===== config.mk =====
export PLATFORM = sky130hd
export DESIGN_NAME = mips_mc
export DESIGN_NICKNAME = d
export VERILOG_FILES = /design/src/rtl/mips_mc.sv
export SDC_FILE = /design/constraint.sdc
export NUM_CORES = 2
export LEC_CHECK = 0
export CAP_MARGIN = 0
export CORE_ASPECT_RATIO = 0.7
export CORE_MARGIN = 8
export CORE_UTILIZATION = 40
export CTS_BUF_LIST = sky130_fd_sc_hd__clkbuf_4
export DETAILED_ROUTE_END_ITERATION = 8
export GPL_TIMING_DRIVEN = 0
export PLACE_DENSITY = 0.64
export SYNTH_ARGS = -nofsm -noshare
export SYNTH_HDL_FRONTEND = slang
export SYNTH_SLANG_ARGS = --single-unit

===== constraint.sdc =====
create_clock -name clk -period 4 [get_ports clk]
set_input_delay 0.4 -clock clk [delete_from_list [all_inputs] [get_ports clk]]
set_output_delay 0.4 -clock clk [all_outputs]
set_load 0.02 [all_outputs]

===== src/rtl/mips_mc.sv =====
// Multi-cycle MIPS-I subset core. A single memory port is shared by instruction
// fetch and data access, sequenced by a six-state FSM over a 32x32 register file.
module mips_mc #(
  parameter logic [31:0] RESET_PC = 32'h0000_3000,
  parameter int unsigned ADDR_W   = 32
) (
  input  logic              clk,
  input  logic              rst,
  output logic              mem_req,
  output logic              mem_we,
  output logic [ADDR_W-1:0] mem_addr,
  output logic [31:0]       mem_wdata,
  input  logic [31:0]       mem_rdata,
  input  logic              mem_ack,
  output logic [31:0]       pc_o,
  output logic              retire,
  output logic              halt
);

  localparam int unsigned XLEN = 32;
  localparam int unsigned NREG = 32;
  localparam int unsigned RW   = 5;

  localparam logic [5:0] OP_RTYPE = 6'h00;
  localparam logic [5:0] OP_J     = 6'h02;
  localparam logic [5:0] OP_JAL   = 6'h03;
  localparam logic [5:0] OP_BEQ   = 6'h04;
  localparam logic [5:0] OP_ADDI  = 6'h08;
  localparam logic [5:0] OP_ORI   = 6'h0D;
  localparam logic [5:0] OP_LUI   = 6'h0F;
  localparam logic [5:0] OP_LW    = 6'h23;
  localparam logic [5:0] OP_SW    = 6'h2B;
  localparam logic [5:0] FN_JR    = 6'h08;
  localparam logic [5:0] FN_ADDU  = 6'h21;
  localparam logic [5:0] FN_SUBU  = 6'h23;
  localparam logic [5:0] FN_SLT   = 6'h2A;

  typedef enum logic [2:0] {FETCH, DECODE, EXEC, MEM, WB, HALT} state_t;

  state_t          state;
  logic [XLEN-1:0] pc, ir, a, b, mdr, alu_out;
  logic            ovf_skip;
  logic [XLEN-1:0] rf [NREG];

  // Instruction fields
  logic [5:0]      op, funct;
  logic [RW-1:0]   rs, rt, rd;
  logic [15:0]     imm;
  logic [25:0]     target;
  logic            unused_shamt;

  assign op           = ir[31:26];
  assign rs           = ir[25:21];
  assign rt           = ir[20:16];
  assign rd           = ir[15:11];
  assign funct        = ir[5:0];
  assign imm          = ir[15:0];
  assign target       = ir[25:0];
  assign unused_shamt = ^ir[10:6];

  logic [XLEN-1:0] simm, zimm, pc4, br_target, j_target, add_imm, npc, alu_c;
  logic            is_jr, ends_in_exec, is_mem, legal, addi_ovf;

  assign simm      = {{16{imm[15]}}, imm};
  assign zimm      = {16'h0000, imm};
  assign pc4       = pc + 32'd4;
  assign br_target = pc4 + {simm[29:0], 2'b00};
  assign j_target  = {pc4[31:28], target, 2'b00};
  assign add_imm   = a + simm;
  assign addi_ovf  = (a[31] == simm[31]) && (add_imm[31] != a[31]);

  assign is_jr        = (op == OP_RTYPE) && (funct == FN_JR);
  assign ends_in_exec = (op == OP_BEQ) || (op == OP_J) || is_jr;
  assign is_mem       = (op == OP_LW) || (op == OP_SW);

  // Opcode/funct legality, evaluated in DECODE
  always_comb begin
    legal = 1'b0;
    case (op)
      OP_RTYPE: legal = (funct == FN_ADDU) || (funct == FN_SUBU) ||
                        (funct == FN_SLT)  || (funct == FN_JR);
      OP_J, OP_JAL, OP_BEQ, OP_ADDI, OP_ORI, OP_LUI, OP_LW, OP_SW: legal = 1'b1;
      default:  legal = 1'b0;
    endcase
  end

  // Next sequential/branch/jump PC; only meaningful once A/B are loaded
  always_comb begin
    npc = pc4;
    if ((op == OP_BEQ) && (a == b))       npc = br_target;
    else if ((op == OP_J) || (op == OP_JAL)) npc = j_target;
    else if (is_jr)                       npc = a;
  end

  always_comb begin
    alu_c = add_imm;
    case (op)
      OP_RTYPE: begin
        case (funct)
          FN_SUBU: alu_c = a - b;
          FN_SLT:  alu_c = XLEN'({31'h0, ($signed(a) < $signed(b))});
          default: alu_c = a + b;
        endcase
      end
      OP_ORI:  alu_c = a | zimm;
      OP_LUI:  alu_c = {imm, 16'h0000};
      default: alu_c = add_imm;
    endcase
  end

  logic [RW-1:0]   wb_dst;
  logic [XLEN-1:0] wb_data;
  logic            wb_en;

  assign wb_dst  = (op == OP_JAL) ? RW'(31) : ((op == OP_RTYPE) ? rd : rt);
  assign wb_data = (op == OP_LW) ? mdr : ((op == OP_JAL) ? pc4 : alu_out);
  assign wb_en   = (state == WB) && !ovf_skip && (wb_dst != RW'(0));

  // Completion strobe: must coincide with the cycle the FSM heads back to FETCH
  assign retire = (state == WB) ||
                  ((state == EXEC) && ends_in_exec) ||
                  ((state == MEM) && mem_ack && mem_we);

  assign pc_o = pc;

  function automatic logic [ADDR_W-1:0] word_addr(input logic [XLEN-1:0] x);
    return ADDR_W'({x[XLEN-1:2], 2'b00});
  endfunction

  // Control FSM; bus outputs are loaded with the values of the state being entered
  always_ff @(posedge clk or negedge rst) begin
    if (!rst) begin
      state     <= FETCH;
      pc        <= RESET_PC;
      ir        <= '0;
      a         <= '0;
      b         <= '0;
      mdr       <= '0;
      alu_out   <= '0;
      ovf_skip  <= 1'b0;
      mem_req   <= 1'b0;
      mem_we    <= 1'b0;
      mem_addr  <= word_addr(RESET_PC);
      mem_wdata <= '0;
      halt      <= 1'b0;
    end else begin
      case (state)
        FETCH: begin
          if (mem_req && mem_ack) begin
            ir      <= mem_rdata;
            mem_req <= 1'b0;
            state   <= DECODE;
          end else begin
            mem_req  <= 1'b1;
            mem_we   <= 1'b0;
            mem_addr <= word_addr(pc);
          end
        end
        DECODE: begin
          a <= rf[rs];
          b <= rf[rt];
          if (legal) begin
            state <= EXEC;
          end else begin
            state <= HALT;
            halt  <= 1'b1;
          end
        end
        EXEC: begin
          alu_out  <= alu_c;
          ovf_skip <= (op == OP_ADDI) && addi_ovf;
          if (is_mem) begin
            state     <= MEM;
            mem_req   <= 1'b1;
            mem_we    <= (op == OP_SW);
            mem_addr  <= word_addr(add_imm);
            mem_wdata <= b;
          end else if (ends_in_exec) begin
            pc       <= npc;
            state    <= FETCH;
            mem_req  <= 1'b1;
            mem_we   <= 1'b0;
            mem_addr <= word_addr(npc);
          end else begin
            state <= WB;
          end
        end
        MEM: begin
          if (mem_ack) begin
            if (mem_we) begin
              pc       <= npc;
              state    <= FETCH;
              mem_we   <= 1'b0;
              mem_addr <= word_addr(npc);
            end else begin
              mdr     <= mem_rdata;
              mem_req <= 1'b0;
              state   <= WB;
            end
          end
        end
        WB: begin
          pc       <= npc;
          state    <= FETCH;
          mem_req  <= 1'b1;
          mem_we   <= 1'b0;
          mem_addr <= word_addr(npc);
        end
        HALT: begin
          halt    <= 1'b1;
          mem_req <= 1'b0;
        end
        default: begin
          state <= HALT;
          halt  <= 1'b1;
        end
      endcase
    end
  end

  // Register file; $0 is never written so it always reads zero
  always_ff @(posedge clk or negedge rst) begin
    if (!rst) begin
      for (int unsigned i = 0; i < NREG; i++) rf[RW'(i)] <= '0;
    end else if (wb_en) begin
      rf[wb_dst] <= wb_data;
    end
  end

endmodule


* Yosys cells after proc, flatten, opt, wreduce, memory -nomap -nowiden
Index checks and enable logic that the tools add are counted.
** Word-level totals
- Flip-flop bits (word level) :: 1287
- Output and inout bits :: 100
** Operators by class
- Add/sub/neg operators :: 5
- Magnitude comparators :: 5
- Equal/unequal tests :: 29
- Muxes and demuxes :: 50
- Bitwise operators :: 7
- Reduce and logical (&&, ||, !) cells :: 38
** Operator list (number)
- 1024-bit bitwise mux :: 1
- 32-bit 2-to-1 mux :: 19
- 32-bit binary-select mux with 5-bit select :: 2
- 32-bit case mux with 3 select lines :: 2
- 32-bit demux with 5-bit select :: 1
- 32-bit case mux with 4 select lines :: 1
- 32-bit adder :: 3
- 32-bit case mux with 2 select lines :: 1
- 32-bit by 3-bit adder with 32-bit output, second input constant :: 1
- 32-bit == test :: 1
- 32-bit less-than comparator :: 1
- 32-bit by 16-bit bitwise OR with 32-bit output :: 1
- 32-bit subtractor :: 1
- 6-bit == test, second input constant :: 5
- 6-bit by 4-bit == test with 1-bit output, second input constant :: 4
- 6-bit greater-or-equal comparator, second input constant :: 3
- 3-bit 2-to-1 mux :: 6
- 5-bit inverter with 6-bit output :: 3
- 3-bit case mux with 6 select lines :: 1
- 2-bit != test, second input constant :: 8
- 6-bit by 2-bit == test with 1-bit output, second input constant :: 2
- 1-bit logical AND :: 11
- 1-bit 2-to-1 mux :: 10
- 5-bit 2-to-1 mux :: 2
- 25 further kinds :: 44

* Depth between registers and ports, before layout
- Depth after elaboration :: 9
- Depth in mapped cells :: 19

* Least setup slack after synthesis
OpenSTA, ideal clock, no wires.
- Path type :: register to register
- From :: reg pc[3] (netlist: pc_o[3])
- To :: reg pc[31] (netlist: pc_o[31])
- Setup time :: 0.066 ns
- Arrival time :: 4.002 ns
- Required time :: 3.934 ns
- Slack :: -0.069 ns
- Cell stages (with the launch flop) :: 19
- Path buffers :: 1
- Clock period less this slack :: 4.069 ns
- Cell sequence :: dfrtp_1 ha_1 inv_1 nor4_1 nand4_1 xor2_1 inv_1 ha_1 clkbuf_1 a21o_1 a21o_1 a21o_1 or3_1 o21ai_1 o21ai_0 a21o_1 a211oi_1 o311ai_1 nand2_1
** Between the ends
- Word-level cells in the longest chain between the ends :: 7
- Elaborated cells on any way between the ends :: 10
- Those cells by class :: add/sub (2); mux (8)
** Ends and longest elaborated chain
- from (decl) :: line 41 : logic [XLEN-1:0] pc, ir, a, b, mdr, alu_out;
- from (signal assigned) :: line 179 : pc <= npc;
- from (signal assigned) :: line 191 : pc <= npc;
- from (signal assigned) :: line 203 : pc <= npc;
- 32-bit by 3-bit adder with 32-bit output * :: line 66 : assign pc4 = pc + 32'd4;
- parallel branches: the longest is 2 deep, another holds 32-bit adder
- 32-bit 2-to-1 mux * :: line 90 : if ((op == OP_BEQ) && (a == b)) npc = br_target;
- 32-bit 2-to-1 mux (on tied branches) :: line 190, 178
- 32-bit 2-to-1 mux (on tied branches) :: line 189, 172
- 32-bit case mux with 3 select lines * :: line 147 : case (state)
Every way passes the cells marked *. The select of a mux whose other input is x is not followed.
A chain may end at the register's enable or synchronous reset.

* Final worst setup path
- From :: reg pc[12] (netlist: pc_o[12])
- To :: reg mem_addr[30]
** Between the ends
- Word-level cells in the longest chain between the ends :: 7
- Elaborated cells on any way between the ends :: 10
- Those cells by class :: add/sub (2); mux (8)
** Ends and longest elaborated chain
- 32-bit by 3-bit adder with 32-bit output * :: line 66
- parallel branches: the longest is 2 deep, another holds 32-bit adder
- 32-bit 2-to-1 mux * :: line 90
- 32-bit 2-to-1 mux (on tied branches) :: line 190, 178
- 32-bit 2-to-1 mux (on tied branches) :: line 189, 172
- 32-bit case mux with 4 select lines * :: line 147
- to (signal assigned) :: line 143 : mem_addr <= word_addr(RESET_PC);
- to (signal assigned) :: line 156 : mem_addr <= word_addr(pc);
- to (signal assigned) :: line 194 : mem_addr <= word_addr(npc);
- to (decl) :: line 11 : output logic [ADDR_W-1:0] mem_addr,
Marks and branches as above.

==> impl_metrics.json <==
{
  "clk_latency_ns": 1.41,
  "crit_start": "pc_o[12]",
  "irDropWorstVdd_mv": 0.686,
  "dpl_cell_area_um2": 76800,
  "routedWlPerCell_um": 33.4,
  "fin_skew_ns": 0.145,
  "drtAntennaViolNets": 0,
  "grt_overflow_total": 0,
  "slew_viol_final": 22,
  "path_clk_slew_ns": 0.09,
  "drt-total-wl_um": 332000,
  "p_sw_w": 0.0393,
  "yosys-top-cells-area": "dfrtp_1 (44%), mux4_2 (20%), o21ai_0 (5.6%)",
  "cts_inserted_buffers": 330,
  "die_y_um": 372,
  "synth_most_common_cell": "dfrtp_1",
  "multi_input_area_um2": 38400,
  "grt_max_degree": 175,
  "clockRootBuffer": "clkbuf_4",
  "synth-simple-area-share_pct": 10.7,
  "setup_viol": 51,
  "hpwl_um": 245000,
  "hp-class": "in -> reg",
  "core-area_um2": 179000,
  "avgSynthCellArea_um2": 10.7,
  "die_area_um2": 195000,
  "synthTopCellsByCount": "dfrtp_1 (1281), nand2_1 (909), o21ai_0 (810)",
  "grt.total_usage_pct": 33.2,
  "start_util_pct": 40.3,
  "worst_slew_pin_slew_ns": 1.65,
  "seqPwrFrac_pct": 27.4,
  "vias_per_cell": 6.61,
  "num_rows": 130,
  "finalCriticalPeriod_ns": 4.33,
  "synth-compound-area-share_pct": 14.7,
  "hold_viol_final": 0,
  "gp_congestion": 1.03,
  "ys_async_sr_fraction_pct": 100,
  "ys.flop_type": "dfrtp_1",
  "synth_top_cell_area_share_pct": 44.4,
  "io_pins": 135,
  "setup.worst_path.class": "reg -> reg",
  "grt_pass1_vias": 62300,
  "outcome": "finished, violations left",
  "failed_checks": "capacitance limit, slew limit, setup timing",
  "start_kind": "flop",
  "p_total_w": 0.0788,
  "vias": 65600,
  "cts_tree": "built",
  "fill_cells": 16900,
  "synth.distinct_cells": 94,
  "synth_edf_count": 0,
  "max_freq_ghz": 0.231,
  "htreeDepth": 5,
  "max_slew_margin_pct": -10.0,
  "seqCellArea_um2": 32200,
  "fp.dieW_um": 524,
  "drtIter0Drc": 10400,
  "final_core_util_pct": 46.7,
  "synth_top_family_by_area": "multiplexers",
  "hp-start": "mem_ack",
  "synthesis.area_um2": 72300,
  "drv_cap": 2,
  "antenna_found_initial": 25,
  "reg2reg_from": "pc_o[12]",
  "p_sw_share_pct": 49.8,
  "pwr-share-comb_pct": 58.1,
  "clock_path_buffers": 4,
  "p_clk_share_pct": 14.5,
  "fin_nets": 7525,
  "worstPathMaxFanout": 4,
  "p_int_w": 0.0396,
  "cp.arrival_ns": 5.50,
  "pwr_density_cell_nw_per_um2": 940,
  "pre_cts_slack_ns": -1.86,
  "drc_errors": 0,
  "worst_slack_ns": -0.334,
  "critPathRequiredTime_ns": 5.17,
  "fin_area_um2": 83900,
  "crit_path_end_kind": "flop",
  "port-buffer-count": 131,
  "firstDrtPassIters": 6,
  "syn-instance-count": 6754,
  "min_period_over_period_pct": 108,
  "grt_pass1_wl_um": 462000,
  "leakage_nw": 35.0,
  "rsz0062_at_grt": "true",
  "synth.area.mux_share_pct": 22.0,
  "synth_fa_ha_area_share_pct": 2.60,
  "final_layout_size_suffix_gt1_share_pct": 26.1,
  "yosys_warnings": 0,
  "clkSinkCount": 1285,
  "seq_area_frac_synth_pct": 44.5,
  "yosysTopAreaCell": "dfrtp_1",
  "synthXorXnorAreaFrac_pct": 1.15,
  "area_delta_synth_final_pct": 16.1,
  "ys_ff_latch": 1285
}
## layout by cell type (no fill, tap or decap), types with 23 or more instances in the layout
master	count
clkinv_1	45
nor2_1	665
o22ai_1	33
a221oi_1	39
nand2_1	898
clkbuf_1	307
mux4_2	640
a31oi_1	30
a21oi_1	475
dfrtp_1	1254
mux2i_1	48
o21ai_0	796
clkdlybuf4s50_1	129
xnor2_1	34
xor2_1	28
buf_2	44
nor3_1	50
inv_1	116
dlygate4sd3_1	35
nand3_1	57
a21o_1	42
buf_4	112
clkbuf_4	483
clkbuf_2	142
dfrtp_2	24
mux2_2	65
buf_6	38
ha_1	122
a21oi_2	126
o21bai_1	23
a211oi_1	29
## per-stage QoR
stage               instances  TNS, ns  hold slack [ns]
floorplan                6755        0            0.104
global placement         9262        -            0.452
detailed placement       9272  -613.76            0.381
CTS                      9867   -0.254           0.0877
global route             9923    -1.87            0.226
finish                   9936    -4.96            0.152
## cell type report
type / instances / area share [%]
multi-input cells: 4710 / 45.8
flip-flops and latches: 1285 / 38.4
clock buffers: 467 / 4.18
plain buffers: 614 / 3.76
well taps: 2376 / 3.54
repair buffers: 276 / 3.27
inverters: 125 / 0.582
clock inverters: 64 / 0.437
diodes: 19 / 0.0567
## logic make-up after synthesis
family | Yosys count
adders and majority gates | 148
AOI/OAI and AO/OA | 1815
DFF | 1285
xor gates and xnor gates | 95
and+or+nand+nor | 1873
muxes | 777
other | 1
buffers and inverters | 760
## timing repair
action / in CTS / in global routing
buffers inserted: 43 / 55
hold buffers: 36 / 0
endpoints found under the setup margin: 1105 / 808
gates resized for setup: 393 / 308
hold endpoints to repair: 624 / 0
pin swaps: 36 / 68
## power groups by stage
stage	combinational [W]	sequential, W	clock [W]
floorplan	0.0253	0.0199	0
global placement	0.0397	0.0213	0
detailed placement	0.0403	0.0214	0
CTS	0.0421	0.0212	0.0114
global route	0.0472	0.0219	0.0121
finish	0.0458	0.0216	0.0115
## flip-flops by register name, indices dropped and copies added, names as in the netlist
register	flops
ovf_skip	1
pc_o	32
state	3
b	32
mem_wdata	32
ir	32
rf	1024
a	32
halt	1
alu_out	32
mem_addr	30
mdr	32
mem_req	1
mem_we	1
## routing by layer
metal	up-vias	track usage (%)	part of all wire [%]
met4	10	13.8	4.8
met2	5503	42.5	38
met1	33300	45.5	39
met3	994	18.3	18
met5	-	2.73	0.20
li1	25900	-	-
## worst max-delay path, cell delays in order (launching register included)
cell and delay, ns:
dfstp_2 0.58, nand2_4 0.07, nor4_4 0.43, nand4_1 0.21, xor2_2 0.25, inv_2 0.08
ha_4 0.28, nand2_2 0.06, o211ai_1 0.52, a21oi_4 0.18, or3_4 0.38, o21ai_2 0.14
a31oi_1 0.11, xor2_1 0.35, o22ai_2 0.21, a221oi_2 0.25, a21oi_1 0.09
## worst paths after layout
path	cells past startpoint	endpoint	slack, ns
max	16	mem_addr[30]	-0.33
min	6	mem_req	0.15
max reg2reg	16	mem_addr[30]	-0.33
min reg2reg	2	mem_addr[2]	0.47
max in group asynchronous	7	rf[815]	1.19
min in group asynchronous	3	pc_o[12]	0.33
(Power assumes the default switching activity.)
